--- src/rtl/lgn_pkg.sv ---
// Shared constants and FSM state type for the logic-gate-network classifier front end.
package lgn_pkg;
  localparam int unsigned INPUTS = 256;
  localparam int unsigned BYTE_W = 8;
  localparam int unsigned BEATS  = INPUTS / BYTE_W;
  localparam int unsigned CNT_W  = (BEATS > 1) ? $clog2(BEATS) : 1;

  typedef enum logic {
    IDLE = 1'b0,
    LOAD = 1'b1
  } state_e;
endpackage

--- src/rtl/lgn_input_loader.sv ---
// Assembles byte beats into a double-buffered binary image and pulses frame_valid on commit.
module lgn_input_loader #(
  parameter int unsigned INPUTS = lgn_pkg::INPUTS,
  parameter int unsigned BYTE_W = lgn_pkg::BYTE_W,
  localparam int unsigned BEATS = INPUTS / BYTE_W,
  localparam int unsigned CNT_W = (BEATS > 1) ? $clog2(BEATS) : 1
) (
  input  logic              clk,
  input  logic              rst,
  input  logic [BYTE_W-1:0] in_data,
  input  logic              in_valid,
  input  logic              in_sof,
  output logic [INPUTS-1:0] frame_out,
  output logic              frame_valid,
  output logic              busy,
  output logic [CNT_W-1:0]  beat_idx,
  output logic              sync_err,
  output logic [7:0]        frame_cnt
);
  import lgn_pkg::*;

  localparam logic [CNT_W-1:0] LAST_IDX = CNT_W'(BEATS - 1);
  localparam logic [CNT_W-1:0] ONE_IDX  = CNT_W'(1);

  state_e              state_q, state_d;
  logic [INPUTS-1:0]   sh_q, sh_d;
  logic [INPUTS-1:0]   frame_q, frame_d;
  logic [CNT_W-1:0]    idx_q, idx_d;
  logic                fv_q, fv_d;
  logic                serr_q, serr_d;
  logic [7:0]          cnt_q, cnt_d;
  logic [INPUTS+BYTE_W-1:0] sh_cat;
  logic                accept;
  logic                commit;

  always_comb begin
    state_d = state_q;
    sh_d    = sh_q;
    frame_d = frame_q;
    idx_d   = idx_q;
    cnt_d   = cnt_q;
    fv_d    = 1'b0;
    serr_d  = 1'b0;
    accept  = 1'b0;
    commit  = 1'b0;
    // Concatenation instead of a part-select keeps the shift legal when BEATS == 1.
    sh_cat  = {sh_q, in_data};

    if (in_valid) begin
      unique case (state_q)
        IDLE: begin
          if (in_sof) begin
            accept = 1'b1;
            if (BEATS == 1) begin
              commit = 1'b1;
            end else begin
              state_d = LOAD;
              idx_d   = ONE_IDX;
            end
          end else begin
            serr_d = 1'b1;
          end
        end
        LOAD: begin
          accept = 1'b1;
          if (in_sof) begin
            serr_d = 1'b1;
            idx_d  = ONE_IDX;
          end else if (idx_q == LAST_IDX) begin
            commit = 1'b1;
          end else begin
            idx_d = idx_q + ONE_IDX;
          end
        end
      endcase
    end

    if (accept) begin
      sh_d = sh_cat[INPUTS-1:0];
    end

    if (commit) begin
      frame_d = sh_cat[INPUTS-1:0];
      cnt_d   = cnt_q + 8'd1;
      idx_d   = '0;
      state_d = IDLE;
      fv_d    = 1'b1;
    end
  end

  always_ff @(posedge clk or posedge rst) begin
    if (rst) begin
      state_q <= IDLE;
      sh_q    <= '0;
      frame_q <= '0;
      idx_q   <= '0;
      cnt_q   <= '0;
      fv_q    <= 1'b0;
      serr_q  <= 1'b0;
    end else begin
      state_q <= state_d;
      sh_q    <= sh_d;
      frame_q <= frame_d;
      idx_q   <= idx_d;
      cnt_q   <= cnt_d;
      fv_q    <= fv_d;
      serr_q  <= serr_d;
    end
  end

  assign frame_out   = frame_q;
  assign frame_valid = fv_q;
  assign busy        = (state_q == LOAD);
  assign beat_idx    = idx_q;
  assign sync_err    = serr_q;
  assign frame_cnt   = cnt_q;
endmodule

--- config.mk ---
export PLATFORM = sky130hd
export DESIGN_NAME = lgn_input_loader
export DESIGN_NICKNAME = d
export VERILOG_FILES = /design/src/rtl/lgn_pkg.sv /design/src/rtl/lgn_input_loader.sv
export SDC_FILE = /design/constraint.sdc
export NUM_CORES = 1
export LEC_CHECK = 0
export ABC_AREA = 1
export ABC_CLOCK_PERIOD_IN_PS = 33900
export CAP_MARGIN = 0
export CELL_PAD_IN_SITES_DETAIL_PLACEMENT = 0
export CELL_PAD_IN_SITES_GLOBAL_PLACEMENT = 2
export CORE_MARGIN = 10
export CORE_UTILIZATION = 37
export DETAILED_ROUTE_END_ITERATION = 10
export MAX_ROUTING_LAYER = met4
export PLACE_DENSITY_LB_ADDON = 0.1
export SLEW_MARGIN = 15
export SYNTH_ARGS = -nofsm -noshare
export SYNTH_HDL_FRONTEND = slang
export SYNTH_SLANG_ARGS = --single-unit
--- constraint.sdc ---
create_clock -name clk -period 33.9 [get_ports clk]
set_clock_uncertainty 0.05 [all_clocks]
set_input_delay 3.39 -clock clk [delete_from_list [all_inputs] [get_ports clk]]
set_output_delay 3.39 -clock clk [all_outputs]
set_load 0.005 [all_outputs]
==> Word level (Yosys, flattened, before mapping) <==
Index checks and enable logic that the tools add are counted.
{ "word_totals": {"reg_bits": 520, "latchBits": 0, "ramBits": 0, "mem_bits_ro": 0, "input_bits": 12, "output_inout_bits": 272, "wordCells": 35, "mem_count": 0} }
{ "op_classes": {"addsub": 2, "mul": 0, "n_div": 0, "magnitude_cmp": 0, "n_eq_ne": 3, "n_shift": 0, "n_mux": 20, "bitwise_logic": 1, "reduce_logical": 2} }
{ "ops": {"columns": ["op", "count"], "rows": [
  ["$mux W5", 5],
  ["$mux W1", 12],
  ["$pmux W5 S2", 1],
  ["$add A8 B1 Y8 const B", 1],
  ["$add A5 B1 Y5 const B", 1],
  ["$eq A5 B5 Y1 const B", 1],
  ["$ne A4 B4 Y1 const B", 1],
  ["$pmux W1 S2", 2],
  ["$ne A3 B3 Y1 const B", 1],
  ["$reduce_and A3 Y1", 1],
  ["$reduce_bool A2 Y1", 1],
  ["$not A1 Y1", 1]
]} }

==> Longest topological paths before layout <==
{ "logic_depth": {"ltp_word": 7, "mapped_depth": 11, "ltp_nobuf": 10} }

==> Least setup slack after synthesis <==
Ideal clock, no wire load.
{ "synth_path": {"path_kind": "input port to flip-flop", "start": "in in_sof", "end": "reg sh_q[0]", "setup_ns": 0.083, "t_arrival_ns": 4.314, "required_ns": 33.767, "slack_ns": 29.453, "stages": 7, "path_buffers": 2, "path_cell_list": "inv_1 -> ha_1 -> nor2_4 -> buf_2 -> buf_2 -> nand2_1 -> o21ai_0"} }
{ "synth_between": {"elab_chain_cells": 3} }
{ "synth_lines": {"columns": ["element", "line", "text"], "rows": [
  ["from (decl)", "lgn_input_loader.sv:12", "input logic in_sof,"],
  ["$mux W1", "lgn_input_loader.sv:52", "if (in_sof) begin"],
  ["$pmux W1 S2", "lgn_input_loader.sv:50", "unique case (state_q)"],
  ["$mux W1", "lgn_input_loader.sv:49", "if (in_valid) begin"],
  ["to (signal assigned)", "lgn_input_loader.sv:94", "sh_q <= '0;"],
  ["to (signal assigned)", "lgn_input_loader.sv:102", "sh_q <= sh_d;"],
  ["to (decl)", "lgn_input_loader.sv:26", "logic [INPUTS-1:0] sh_q, sh_d;"]
]} }
Every way passes these cells.
A chain may end at the register's enable or synchronous reset.

==> Worst setup path after layout <==
{ "layout_path": {"start": "in in_sof", "end": "reg sh_q[151]"} }
The elaborated chain is that of the path after synthesis.

==> results.md <==
* Minimum clock period after layout at 6450 ps
* Remaining number of nets flagged by the antenna check after routing at 0
* Largest net degree at the start of global routing at 251
* Total half-perimeter wirelength after legalization and detailed placement at 32,900 um
* Warnings, synthesis at 0
* Residual overflow from global routing at 0
* Sequential share of the synthesized area at 0.665
* Deepest clock path buffer count at 3
* Final hold viol count at 0
* Multi-input logic area at 0.00484 sq mm
* Total routed wirelength at 50,300 um
* Static power due to leakage at 11.0 nW
* R2R setup slack at 30,180 ps
* Via count of the routed design at 13,571
* Clock latency on the worst-skew pair at 600 ps
* Share of layout cells above drive strength 1 at 0.0484
* Number of buffers added for setup after CTS at 0
* Beginning of the worst register-to-register path: beat_idx[0]
* Area of all sequential standard cells at 0.0130 sq mm
* Floorplan Core Area at 0.0524 sq mm
* Antenna Diode Count at 0
* Most used cell along the critical path: sky130_fd_sc_hd__buf_4
* RePlAce Congestion at 0.758
* Cell row count at 84
* Die ar. at 0.0625 sq mm
* Total negative setup slack at 0 ps
* Post-synth top area share at 0.665
* Growth of design area from synthesis to finish at 25.6%
* Max Transition Viols Final at 0
* Routing layer with the top usage in global route: met2
* Number of buffers inserted during clock tree synthesis at 57
* Global-route met2 utilization at 0.263
* Max-cap violations at 0
* H-tree levels at 2
* Port bufs at 283
* Residual DRC at 0
* Worst hold path cell count at 2
* Power per cell area at 60.5 mW/mm^2
* NumNets Final at 2,244
* Drt via density at 4.59
* Dominant cell type by area after synthesis: sky130_fd_sc_hd__dfrtp_1
* Worst ir drop on vdd at 40.0 uV
* M3 GR Usage at 0.0439
* Global-route wire length before repair at 81,000 um
* Via count of the first global-routing pass at 14,107
* Hold path startpoint: sh_q[164]
* Post-Synthesis Mean Instance Area at 9.85 sq um
* Average wire per cell in the routed design at 17.0 um
* First-pass detailed-route iteration total at 5
* Cells on worst reg2reg path at 9
* Die extent in y at 250 um
* Top-Level Pins at 284
* Peak clock frequency supported by timing at 155 MHz
* Category of the critical setup timing path: input port to register
* Post-cts resize count at 0
* Top library cells by usage in the layout, fill and taps aside: sky130_fd_sc_hd__nand2_1 (579), sky130_fd_sc_hd__dfrtp_1 (520), sky130_fd_sc_hd__clkdlybuf4s50_1 (283)
* Root Buffer Master: sky130_fd_sc_hd__clkbuf_16
* Endpoint type of the worst setup path: register
* Synthesized instance count at 1,986
* Die W at 250 um
* Class of the most critical hold timing path: register to register
* Critical Path Start Type: input port
* Initial cell density of the core at 0.373
* Slowest library cell on the worst path: sky130_fd_sc_hd__buf_4
* Worst-case headroom to the max-slew limit at 0.138
* Worst Max-Slew Pin Slew at 1290 ps
* Cts-stage hold buffer count at 0
* CTS tree: yes
* Number of filler cells placed in the layout at 5,041
* Reg-to-reg endpoint: frame_out[189]
* Leading cell type in the layout, fill and taps excluded: sky130_fd_sc_hd__nand2_1
* Total setup violations reported at the end of the flow at 0
* Number of storage elements in the synthesis netlist at 520
* Synth top area cells: sky130_fd_sc_hd__dfrtp_1 (67%), sky130_fd_sc_hd__nand2_1 (11%), sky130_fd_sc_hd__o21ai_1 (6.4%)
* Cells traversed along the worst timing path: clkdlybuf4s50_1 > inv_1 > ha_1 > nor2_4 > buf_4 > buf_4 > nand2_1 > o21ai_0
* Largest stage delay, worst path at 930 ps
* Met1 track utilization from global routing at 0.205
* DRT iter0 DRCs at 920
* # clock sinks at 520
* Synthesized Nets at 2,003
* Highest fanout seen on the critical path at 119
* Arr. time, crit path at 6900 ps
* Netlist area before placement at 0.0196 sq mm
* Initial antenna violation count at 0
* Result of the run: finished, final reports clean
* Required time reported for the critical path endpoint at 34,350 ps
* Sum of internal, switching and leakage power at 0.00149 W
* Part of the cycle the worst path needs at 0.190
* Worst Hold End: sh_q[172]
* Clock transition at path regs at 60 ps
* Tot GR Track Use at 0.165
* Setup repair after global routing missed its margin: no
* Netlist cell types at 19
routing by layer:
layer  routed length, um  up-vias
met5                   0        -
met4                 922        0
met3                2930       68
met2               24000      218
met1               22400     6564
li1                    -     6721
where the power goes:
part	switching [W]	internal (W)	total, W
Sequential	0.0000428	0.000693	0.000736
Combinational	0.0000851	0.0000365	0.000122
Clock	0.000248	0.000381	0.000628
synthesized netlist by cell type:
cell,instances
sky130_fd_sc_hd__nand2_1,579
sky130_fd_sc_hd__dfrtp_1,520
sky130_fd_sc_hd__inv_1,253
sky130_fd_sc_hd__o21ai_1,249
sky130_fd_sc_hd__o21ai_0,242
sky130_fd_sc_hd__buf_2,66
sky130_fd_sc_hd__buf_6,28
sky130_fd_sc_hd__buf_4,11
sky130_fd_sc_hd__nor2_1,8
sky130_fd_sc_hd__nand3_1,7
sky130_fd_sc_hd__ha_1,5
sky130_fd_sc_hd__clkbuf_1,4
sky130_fd_sc_hd__inv_2,3
sky130_fd_sc_hd__buf_1,2
sky130_fd_sc_hd__nand2_2,2
sky130_fd_sc_hd__nor2_4,2
sky130_fd_sc_hd__xnor2_1,2
sky130_fd_sc_hd__xor2_1,2
sky130_fd_sc_hd__a22oi_2,1
worst max-delay path by stage:
stage	start	end	slack, ps	depth (start not counted)
6_report	in_sof	sh_q[151]	27450	8
5_1_grt	in_sof	sh_q[160]	27040	7
3_5_place_dp	in_sof	sh_q[23]	26790	7
3_3_place_gp	in_sof	sh_q[4]	26840	7
2_1_floorplan	rst	beat_idx[0]	15930	1
4_1_cts	in_sof	sh_q[25]	27430	7
area by class of cell:
type | count | area share
clock buffer | 90 | 0.0726
clock inverter | 13 | 0.00596
inverter | 256 | 0.0397
multi-input combinational | 1099 | 0.197
sequential | 520 | 0.530
tap | 688 | 0.0350
timing repair buffer | 293 | 0.120
state kept, by name, summed over array words and instances, names as in the netlist:
name / count
frame_out: 256
sh_q: 248
frame_cnt: 8
beat_idx: 5
busy: 1
frame_valid: 1
sync_err: 1
kinds of logic after synthesis:
logic type,after synthesis,synth area share
buffers and inverters,367,0.0875
xor gates and xnor gates,4,0.00179
AOI/OAI and AO/OA,492,0.126
DFF,520,0.665
adders and majority gates,5,0.00320
and+or+nand+nor,598,0.116
metrics by stage:
step | cells | utilization | setup WS, ps | hold WS, ps | cell area [sq um]
global route | 2959 | 0.468 | 27040 | 447 | 24600
CTS | 2959 | 0.468 | 27430 | 427 | 24600
detailed placement | 2856 | 0.432 | 26790 | 412 | 22600
global placement | 2856 | 0.432 | 26840 | 407 | 22600
floorplan | 1986 | - | 15930 | 399 | 19600
finish | 2959 | 0.468 | 27450 | 424 | 24600
critical path: cells and delay by family:
family,cells,cell delay (ps)
buffers and inverters,4,2260
AOI/OAI and AO/OA,1,130
adders and majority gates,1,230
and+or+nand+nor,2,810
No activity file was read; power rests on OpenSTA's default activity.
